--- config.mk ---
export PLATFORM = sky130hd
export DESIGN_NAME = pwm_dac_multi
export DESIGN_NICKNAME = d
export VERILOG_FILES = /design/src/rtl/pwm_dac_multi.sv
export SDC_FILE = /design/constraint.sdc
export NUM_CORES = 1
export LEC_CHECK = 0
export BUFFER_PORTS_ARGS = -buffer_cell sky130_fd_sc_hd__buf_2
export CAP_MARGIN = 20
export CORE_ASPECT_RATIO = 1.5
export CORE_MARGIN = 2
export CORE_UTILIZATION = 35
export CTS_BUF_LIST = sky130_fd_sc_hd__clkbuf_16
export CTS_CLUSTER_DIAMETER = 200
export DETAILED_ROUTE_END_ITERATION = 6
export SYNTH_ARGS = -nofsm -noshare
export SYNTH_HDL_FRONTEND = slang
export SYNTH_SLANG_ARGS = --single-unit
--- constraint.sdc ---
create_clock -name i_clk -period 3.1 [get_ports i_clk]
set_clock_uncertainty 0.2 [all_clocks]
set_input_delay 0.62 -clock i_clk [delete_from_list [all_inputs] [get_ports i_clk]]
set_output_delay 0.62 -clock i_clk [all_outputs]
set_load 0.03 [all_outputs]
--- src/rtl/pwm_dac_multi.sv ---
// Multi-channel PWM output stage: double-buffered sample/top registers, edge or
// centre-aligned counting, complementary pins with rising-edge dead time.
//
// state    | meaning
// CNT_UP   | counter climbing from 0 towards top
// CNT_DOWN | centre mode only, counter falling from top-1 towards 1
module pwm_dac_multi #(
   parameter int               CHANNELS  = 2,
   parameter int               WIDTH     = 9,
   parameter int               DEAD_TIME = 2,
   parameter logic [WIDTH-1:0] RESET_TOP = {WIDTH{1'b1}}
) (
   input  logic                      i_clk,
   input  logic                      i_rst_n,
   input  logic [WIDTH-1:0]          i_top,
   input  logic                      i_top_valid,
   input  logic                      i_mode,
   input  logic [CHANNELS*WIDTH-1:0] i_sample,
   input  logic                      i_sample_valid,
   output logic                      o_sample_ready,
   output logic [CHANNELS-1:0]       o_pwm,
   output logic [CHANNELS-1:0]       o_pwm_n,
   output logic                      o_cycle_end,
   output logic                      o_underrun
);

   typedef enum logic {CNT_UP = 1'b0, CNT_DOWN = 1'b1} dir_t;

   localparam logic [WIDTH-1:0] ONE = WIDTH'(1);

   dir_t                      dir;
   logic [WIDTH-1:0]          cnt;
   logic [WIDTH-1:0]          top_act;
   logic [WIDTH-1:0]          top_pend;
   logic                      top_pend_vld;
   logic                      mode_act;
   logic [CHANNELS*WIDTH-1:0] cmp_act;
   logic [CHANNELS*WIDTH-1:0] cmp_pend;
   logic                      pend_full;
   logic                      underrun;
   logic                      cycle_end;
   logic                      accept;

   // Last cycle of a period: top in edge mode, 1 on the way down in centre mode
   // (top=1 never turns round, so its last value is 1 on the way up).
   assign cycle_end = (top_act == '0)
                    | (!mode_act && (cnt == top_act))
                    | (mode_act && (cnt == ONE) && ((dir == CNT_DOWN) || (top_act == ONE)));

   assign accept = i_sample_valid && !pend_full;

   always_ff @(posedge i_clk or negedge i_rst_n) begin
      if (!i_rst_n) begin
         cnt <= '0;
         dir <= CNT_UP;
      end else if (cycle_end) begin
         cnt <= '0;
         dir <= CNT_UP;
      end else if (!mode_act) begin
         cnt <= cnt + ONE;
      end else begin
         case (dir)
            CNT_UP: begin
               if (cnt == top_act) begin
                  dir <= CNT_DOWN;
                  cnt <= cnt - ONE;
               end else begin
                  cnt <= cnt + ONE;
               end
            end
            CNT_DOWN: cnt <= cnt - ONE;
            default:  dir <= CNT_UP;
         endcase
      end
   end

   always_ff @(posedge i_clk or negedge i_rst_n) begin
      if (!i_rst_n) begin
         top_act      <= RESET_TOP;
         top_pend     <= RESET_TOP;
         top_pend_vld <= 1'b0;
         mode_act     <= 1'b0;
         cmp_act      <= '0;
         cmp_pend     <= '0;
         pend_full    <= 1'b0;
         underrun     <= 1'b0;
      end else begin
         underrun <= cycle_end && !pend_full;
         if (cycle_end) begin
            mode_act <= i_mode;
            if (top_pend_vld) top_act <= top_pend;
            if (pend_full)    cmp_act <= cmp_pend;
         end
         // A load in the period-end cycle lands in pending, never straight in active.
         if (i_top_valid) begin
            top_pend     <= i_top;
            top_pend_vld <= 1'b1;
         end else if (cycle_end) begin
            top_pend_vld <= 1'b0;
         end
         if (accept) begin
            cmp_pend  <= i_sample;
            pend_full <= 1'b1;
         end else if (cycle_end) begin
            pend_full <= 1'b0;
         end
      end
   end

   for (genvar c = 0; c < CHANNELS; c++) begin : g_ch
      logic             raw;
      logic [DEAD_TIME:0] hist_p;
      logic [DEAD_TIME:0] hist_n;

      assign raw = cnt < cmp_act[c*WIDTH +: WIDTH];

      // A pin goes high only once its raw level has held for DEAD_TIME+1 samples,
      // so the two histories can never both be all-ones.
      if (DEAD_TIME == 0) begin : g_nodt
         always_ff @(posedge i_clk or negedge i_rst_n) begin
            if (!i_rst_n) begin
               hist_p <= '0;
               hist_n <= '0;
            end else begin
               hist_p <= raw;
               hist_n <= !raw;
            end
         end
      end else begin : g_dt
         always_ff @(posedge i_clk or negedge i_rst_n) begin
            if (!i_rst_n) begin
               hist_p <= '0;
               hist_n <= '0;
            end else begin
               hist_p <= {hist_p[DEAD_TIME-1:0], raw};
               hist_n <= {hist_n[DEAD_TIME-1:0], !raw};
            end
         end
      end

      assign o_pwm[c]   = &hist_p;
      assign o_pwm_n[c] = &hist_n;
   end

   assign o_sample_ready = !pend_full;
   assign o_cycle_end    = cycle_end;
   assign o_underrun     = underrun;

endmodule

### Word level (Yosys, flattened, before mapping)

Index checks and enable logic that the tools add are counted.

| storage, ports and cells | value |
|---|---|
| register bits | 80 |
| input port bits | 32 |
| output and inout bits | 7 |
| logic and storage cells | 55 |

| cells by class | value |
|---|---|
| add/subtract/negate cells | 2 |
| order comparisons | 2 |
| eq/ne operators | 3 |
| mux-type cells | 11 |
| bitwise gates (word level) | 3 |
| reductions and logical operators | 20 |

Operators with widths:

| operator | number |
|---|---|
| $mux 9 | 3 |
| $eq 9x1->1 const B | 2 |
| $lt 9x9->1 | 2 |
| $pmux 9 s2 | 1 |
| $reduce_and 3->1 | 4 |
| $add 9x1->9 const B | 1 |
| $eq 9x9->1 | 1 |
| $logic_not 9->1 | 1 |
| $sub 9x1->9 const B | 1 |
| $mux 1 | 7 |
| $reduce_bool 2->1 | 3 |
| $logic_and 1x1->1 | 5 |
| $logic_not 1->1 | 4 |
| $reduce_and 2->1 | 2 |
| $or 1x1->1 | 2 |
| $logic_or 1x1->1 | 1 |
| $not 1->1 | 1 |

### Logic depth before layout (Yosys ltp)

Gate-level depths: netlist of run 1.

| depth | value |
|---|---|
| depth after elaboration | 6 |
| depth in mapped cells | 10 |
| gate-level depth less buffers | 8 |

### Least setup slack after synthesis of run 1

No wires, ideal clock.

| path | value |
|---|---|
| path kind | register -> register |
| start point | reg cnt[2] |
| end point | reg cmp_act[10] |
| library setup time | 0.125 ns |
| arrival | 2.026 ns |
| data required time | 2.775 ns |
| setup slack | 0.749 ns |
| cell stages (with the launch flop) | 11 |
| buffers on the path | 2 |
| clock period less this slack | 2.351 ns |
| cells stage by stage | dfrtp_1 buf_2 xor2_2 nor4_4 nand3_4 nor2_2 nor2_2 clkinv_2 nand2_4 buf_6 mux2_4 |

| on the way | value |
|---|---|
| longest elaborated chain between the ends | 5 |
| elaborated cells between the ends (all ways) | 8 |
| those cells by class | eq/ne (2); bitwise (2); reduce/logical (4) |

Ends and longest elaborated chain:

| what | line | source |
|---|---|---|
| start: declaration | 32 | `logic [WIDTH-1:0] cnt;` |
| start signal: assignment | 60 | `cnt <= cnt + ONE;` |
| start signal: assignment | 66 | `cnt <= cnt - ONE;` |
| start signal: assignment | 68 | `cnt <= cnt + ONE;` |
| $eq 9x9->1 or $eq 9x1->1 (tied branches) | 47, 48 |  |
| $logic_and 1x1->1 (on tied branches) | 47, 48 |  |
| $or 1x1->1 or $logic_and 1x1->1 (tied branches) | 47, 48 |  |
| $or 1x1->1 (*) | 48 | `\| (mode_act && (cnt == ONE) && ((dir == CNT_DOWN) \|\| (top_act == ONE)));` |
| via o_cycle_end | 23 | `output logic o_cycle_end,` |
| $reduce_and 2->1 (no source line) (*) | n/a |  |
| end signal: assignment | 92 | `if (pend_full) cmp_act <= cmp_pend;` |
| end: declaration | 37 | `logic [CHANNELS*WIDTH-1:0] cmp_act;` |

Mark *: on every way through the listed nets, which the timed path passes. The rest lies on a longest branch.
A chain may end at the register's enable or synchronous reset.

### Final worst setup path of run 1

| path | value |
|---|---|
| start point | reg cnt[2] |
| end point | out o_cycle_end |

| on the way | value |
|---|---|
| longest elaborated chain between the ends | 4 |
| elaborated cells between the ends (all ways) | 7 |
| those cells by class | eq/ne (2); bitwise (2); reduce/logical (3) |

Ends and longest elaborated chain:

| what | line |
|---|---|
| $eq 9x9->1 or $eq 9x1->1 (tied branches) | 47, 48 |
| $logic_and 1x1->1 (on tied branches) | 47, 48 |
| $or 1x1->1 or $logic_and 1x1->1 (tied branches) | 47, 48 |
| $or 1x1->1 (*) | 48 |
| end: declaration | 23 |

Mark *: on every way between the ends. The rest lies on a longest branch, timed or not.

==> results.sh, run 1 <==
export IMPL_synth_cell_type_count=57
export IMPL_ant_nets=0
export IMPL_holdBufCountCts=0
export IMPL_core_um2=11100
export IMPL_startpoint_type="flop"
export IMPL_io_pins=39
export IMPL_vias=2531
export IMPL_rsz0062_at_grt="no"
export IMPL_clk_latency_ns=0.34
export IMPL_critPathCaptureType="output port"
export IMPL_synth_edf_count=0
export IMPL_tns_ns=0
export IMPL_cts_tree="built"
export IMPL_hold_violations=0
export IMPL_root_buffer="clkbuf_16"
export IMPL_wl_per_cell_um=15.2
export IMPL_fmax_ghz=0.341
export IMPL_synth_warnings=0
export IMPL_final_cell_mix="61 x dfrtp_1, 45 x mux2_2, 37 x buf_2"
export IMPL_multi_input_area_um2=1780
export IMPL_leakagePower_nw=2.13
export IMPL_register_area_um2=2030
export IMPL_drt_wl_total_um=7740
export IMPL_portBuffers=38
export IMPL_die_h_um=134
export IMPL_layout_drive_gt1_share=0.416
export IMPL_clk_pin_slew_ns=0.06
export IMPL_period_needed_ns=2.93
export IMPL_dpl_hpwl_um=5500
export IMPL_fp_dieArea_um2=12200
export IMPL_async_flop_share=1.00
export IMPL_power_density_nw_per_um2=1070
export IMPL_clock_sinks=80
export IMPL_synth_nets=366
export IMPL_drc=0
export IMPL_num_fill_cells=1097
export IMPL_synth_avg_cell_area_um2=12.6
export IMPL_first_global_vias=2680
export IMPL_initial_utilization=0.359
export IMPL_place_congestion=0.883
export IMPL_maxSlewViolCount=0
export IMPL_grt_pass1_wl_um=13300
export IMPL_die_width_um=91.0
export IMPL_htreeDepth=3
export IMPL_setup_violations=0
export IMPL_area_growth_pct=17.2
export IMPL_via_per_inst=4.96
export IMPL_synth_area_um2=3970
export IMPL_cts_path_max_buffers=2
export IMPL_final_cell_count_no_fill=510
export IMPL_relSlewSlack=0.644
export IMPL_nNetsFinal=409
export IMPL_grt_max_degree=81
export IMPL_ir_worst_vdd_mv=0.589
export IMPL_worstMarginPinSlew_ns=0.531
export IMPL_numCtsBuffers=9
export IMPL_track_usage=0.140
export IMPL_antenna_found_initial=0
export IMPL_min_period_over_period=0.946
export IMPL_drt_pass1_iter_count=4
export IMPL_cap_violations=0
export IMPL_synthCells=315
export IMPL_critPathArrivalTime_ns=2.11
export IMPL_grt_ovfl_total=0
export IMPL_status="complete, no violations"
export IMPL_diodes=0
export IMPL_drtIter0Drc=181
export IMPL_hp_class="input pin to async pin"
export IMPL_dp_cells=493
export IMPL_worst_ep_required_time_ns=2.28
export IMPL_critical_path_class="flop to output port"
export IMPL_ys_seq_area_frac=0.510
export IMPL_worstPathMaxFanout=10
export IMPL_rows=47
export IMPL_postCtsSetupBuffers=0
export IMPL_synth_top_flop_cell="dfrtp_1"
export IMPL_layout_commonest_cell="dfrtp_1"
export IMPL_synth_seq_cells=80
-- kinds of logic (layout without fill, tap and decap cells) --
| family | Yosys count | count (layout) | share of synthesized area |
|---|---|---|---|
| adder cells (fa/ha/maj) | 19 | 19 | 0.0599 |
| XOR/XNOR | 13 | 13 | 0.0344 |
| AO/OA/AOI/OAI | 49 | 49 | 0.0905 |
| flip-flops | 80 | 80 | 0.510 |
| buffers and inverters | 36 | 84 | 0.0416 |
| multiplexers | 56 | 56 | 0.168 |
| AND/OR/NAND/NOR | 62 | 62 | 0.0958 |
-- per-layer routing --
layer	share of wire	track usage	routed length [um]	up-vias
li1	-	-	-	1198
met3	0.032	0.0326	249	20
met2	0.51	0.232	3970	58
met1	0.42	0.165	3240	1255
met5	0	0	0	-
met4	0.036	0.0791	281	0
-- synthesized netlist by cell type, types with 2 or more instances --
cell       n  area share
nor4_1     2      0.0032
dfrtp_1   62        0.39
nand2_1    9      0.0085
ha_1      19       0.060
o22a_1     3      0.0066
nor3_1     3      0.0038
o21a_1     3      0.0057
nand3_1    5      0.0063
and3_1     8       0.013
dfstp_2   18        0.12
mux2_2    45        0.13
buf_2      5      0.0063
mux2_4    10       0.038
a31oi_1    3      0.0047
nand2b_1   5      0.0079
buf_6      3      0.0085
nor2_1    12       0.011
o21ai_0    7      0.0088
a21oi_1   10       0.013
clkbuf_1   2      0.0019
inv_1     24       0.023
xnor2_1    6       0.013
nor2_2     2      0.0032
xor2_2     3       0.012
a21o_1     8       0.015
a221oi_1   3      0.0066
nor2b_1    2      0.0032
xor2_1     4      0.0088
-- registers in the layout, summed over array words and instances (netlist names), 6 cells and up --
register,flops
top_act,9
g_ch.hist_p,6
g_ch.hist_n,6
cmp_act,18
top_pend,9
cnt,9
cmp_pend,18
-- cell type report --
cell class,instances,share of cell area
clock inverters,7,0.0202
well taps,147,0.0395
flip-flops and latches,80,0.435
multi-input cells,199,0.383
inverters,25,0.0204
clock buffers,9,0.0484
repair buffers,43,0.0538
-- what timing repair did --
item | CTS | global route
endpoints found under the hold margin | 0 | 0
resized for setup | 0 | 1
endpoints found under the setup margin | 0 | 1
-- critical path, stage by stage, from the launching register on --
cell	delay, ns
dfrtp_1	0.53
xor2_2	0.23
nor4_4	0.35
nand3_4	0.15
nor2_2	0.13
nor2_2	0.07
clkinv_2	0.10
buf_2	0.20
-- report_power, final --
part	total (mW)	internal [mW]	switching, mW	leakage, nW
combinational	1.87	0.959	0.910	1.04
clock	1.13	0.706	0.423	0.158
sequential	1.98	1.54	0.437	0.934
-- per-stage QoR --
stage	setup WS, ns	utilization	hold WS [ns]	total power [mW]	area, um^2
2_1_floorplan	0.749	-	0.124	3.40	3970
3_3_place_gp	0.578	0.390	0.151	3.78	4310
3_5_place_dp	0.495	0.390	0.154	3.86	4310
4_1_cts	0.109	0.418	0.167	5.03	4630
5_1_grt	0.0223	0.421	0.0979	5.35	4650
6_report	0.169	0.421	0.0926	4.97	4650
-- path summary, 6_finish.rpt --
kind | endpoint | slack (ns) | depth (start not counted) | start
worst min-delay path | top_pend[0] | 0.09 | 1 | i_rst_n
worst min register to register | g_ch[0].hist_n[2] | 0.16 | 0 | g_ch[0].hist_n[1]
worst max register to register | cnt[5] | 0.53 | 6 | cnt[3]
max in group asynchronous | cnt[5] | 2.20 | 2 | i_rst_n
min in group i_clk | g_ch[0].hist_n[2] | 0.16 | 0 | g_ch[0].hist_n[1]
worst max-delay path | o_cycle_end | 0.17 | 7 | cnt[2]
Note: power is estimated with default switching activity, not from simulation.
==> run 2, diff against run 1 <==
--- a/config.mk
+++ b/config.mk
@@ -13,6 +13,7 @@
 export CTS_BUF_LIST = sky130_fd_sc_hd__clkbuf_16
 export CTS_CLUSTER_DIAMETER = 200
 export DETAILED_ROUTE_END_ITERATION = 6
+export PLACE_DENSITY_LB_ADDON = 0.25
 export SYNTH_ARGS = -nofsm -noshare
 export SYNTH_HDL_FRONTEND = slang
 export SYNTH_SLANG_ARGS = --single-unit
==> results.sh, run 2 (synthesized netlist as in run 1, its figures left out) <==
export IMPL_status="complete, no violations"
export IMPL_whs_ns=0.0125
export IMPL_initial_utilization=0.359
export IMPL_setup_ws_ns=0.166
export IMPL_cap_violations=0
export IMPL_fp_dieArea_um2=12200
export IMPL_portBuffers=38
export IMPL_area_growth_pct=16.4
export IMPL_place_area_um2=4300
export IMPL_reg2reg_depth=6
export IMPL_min_period_over_period=0.946
export IMPL_dp_worst_setup_slack_ns=0.484
export IMPL_path_buf_inv=2
export IMPL_clk_pin_slew_ns=0.06
export IMPL_grt_pass1_wl_um=12900
export IMPL_tns_ns=0
export IMPL_worst_ep_required_time_ns=2.28
export IMPL_period_needed_ns=2.93
export IMPL_power_density_nw_per_um2=1050
export IMPL_maxSlewViolCount=0
export IMPL_setup_violations=0
export IMPL_dpl_hpwl_um=5400
export IMPL_worstPathMaxFanout=10
export IMPL_fin_area_um2=4620
export IMPL_core_um2=11100
export IMPL_numCtsBuffers=9
export IMPL_drt_pass1_iter_count=4
export IMPL_reg2reg_to="cnt[2]"
export IMPL_place_congestion=0.852
export IMPL_antenna_found_initial=0
export IMPL_critPathCaptureType="output port"
export IMPL_startpoint_type="flop"
export IMPL_hp_class="input pin to async pin"
export IMPL_drc=0
export IMPL_critPathMostFrequentCell="nor2_2"
export IMPL_rsz0062_at_grt="no"
export IMPL_cts_tree="built"
export IMPL_reg_largest_list="cmp_act: 18 flops, cmp_pend: 18 flops"
export IMPL_ant_nets=0
export IMPL_holdBufCountCts=0
export IMPL_track_usage=0.134
export IMPL_layout_drive_gt1_share=0.412
export IMPL_layout_commonest_cell="dfrtp_1"
export IMPL_critPathArrivalTime_ns=2.11
export IMPL_vias=2520
export IMPL_drtIter0Drc=106
export IMPL_die_h_um=134
export IMPL_clock_sinks=80
export IMPL_diodes=0
export IMPL_worstMarginPinSlew_ns=0.543
export IMPL_crit_slowest_cell="dfrtp_1"
export IMPL_critical_path_class="flop to output port"
export IMPL_fmax_ghz=0.341
export IMPL_final_cell_mix="61 x dfrtp_1, 45 x mux2_2, 37 x buf_2"
export IMPL_drt_wl_total_um=7490
export IMPL_relSlewSlack=0.636
export IMPL_rows=47
export IMPL_final_util=0.418
export IMPL_first_global_vias=2656
export IMPL_rrSetupSlack_ns=0.57
export IMPL_hold_violations=0
export IMPL_cts_path_max_buffers=2
export IMPL_cp_cell_sequence="xor2_2, nor4_4, nand3_4, nor2_2, nor2_2, clkinv_2, buf_2"
export IMPL_via_per_inst=4.95
export IMPL_cpPeakStageDelay_ns=0.52
export IMPL_io_pins=39
export IMPL_nNetsFinal=408
export IMPL_leakagePower_nw=2.11
export IMPL_die_width_um=91.0
export IMPL_crit_family="simple AND/OR/NAND/NOR gates"
export IMPL_clk_latency_ns=0.34
export IMPL_num_fill_cells=1111
export IMPL_ir_worst_vdd_mv=0.425
export IMPL_root_buffer="clkbuf_16"
export IMPL_grt_ovfl_total=0
export IMPL_r2r_start="cnt[3]"
export IMPL_grt_max_degree=81
export IMPL_wl_per_cell_um=14.7
export IMPL_htreeDepth=3
run 2: cell types whose count changed in the layout (fill, tap and decap cells not counted), sizes merged:
cell and change:
clkinvlp +1, buf -1, clkinv -1, bufinv -1, inv +1
run 2: power breakdown:
part	switching, mW	total, mW	internal [mW]
logic	0.892	1.84	0.952
clock network	0.415	1.03	0.617
registers	0.439	1.98	1.54
total	1.75	4.85	3.11
run 2: routing by layer:
metal | vias up | wire, um | track usage
li1 | 1190 | - | -
met4 | 0 | 256 | 0.0867
met2 | 45 | 3820 | 0.222
met3 | 16 | 198 | 0.0213
met5 | - | 0 | 0
met1 | 1269 | 3210 | 0.160
run 2: worst max-delay path by stage:
stage / startpoint / end / slack (ns) / cells after the start
after floorplan: cnt[2] / cmp_act[10] / 0.75 / 10
after global placement: cnt[5] / o_cycle_end / 0.55 / 7
after detailed placement: cnt[5] / o_cycle_end / 0.48 / 7
after CTS: cnt[5] / o_cycle_end / 0.10 / 7
after global routing: cnt[2] / o_cycle_end / 0.05 / 7
final: cnt[2] / o_cycle_end / 0.17 / 7
run 2: area by class of cell:
cell class | count | area, um^2 | share of cell area
multi-input combinational | 199 | 1780 | 0.386
sequential | 80 | 2030 | 0.438
inverter | 25 | 95.1 | 0.0206
timing repair buffer | 42 | 243 | 0.0525
clock buffer | 9 | 225 | 0.0487
clock inverter | 7 | 65.1 | 0.0141
tap | 147 | 184 | 0.0398
run 2: through the flow:
step	total power [mW]	cells
after floorplan	3.40	315
after global placement	3.80	492
after detailed placement	3.86	492
after CTS	4.93	508
after global routing	5.23	509
final	4.85	509
run 2: timing repair:
action                     CTS  global route
setup endpoints to repair    0             1
buffers inserted             0             0
resized for setup            0             1
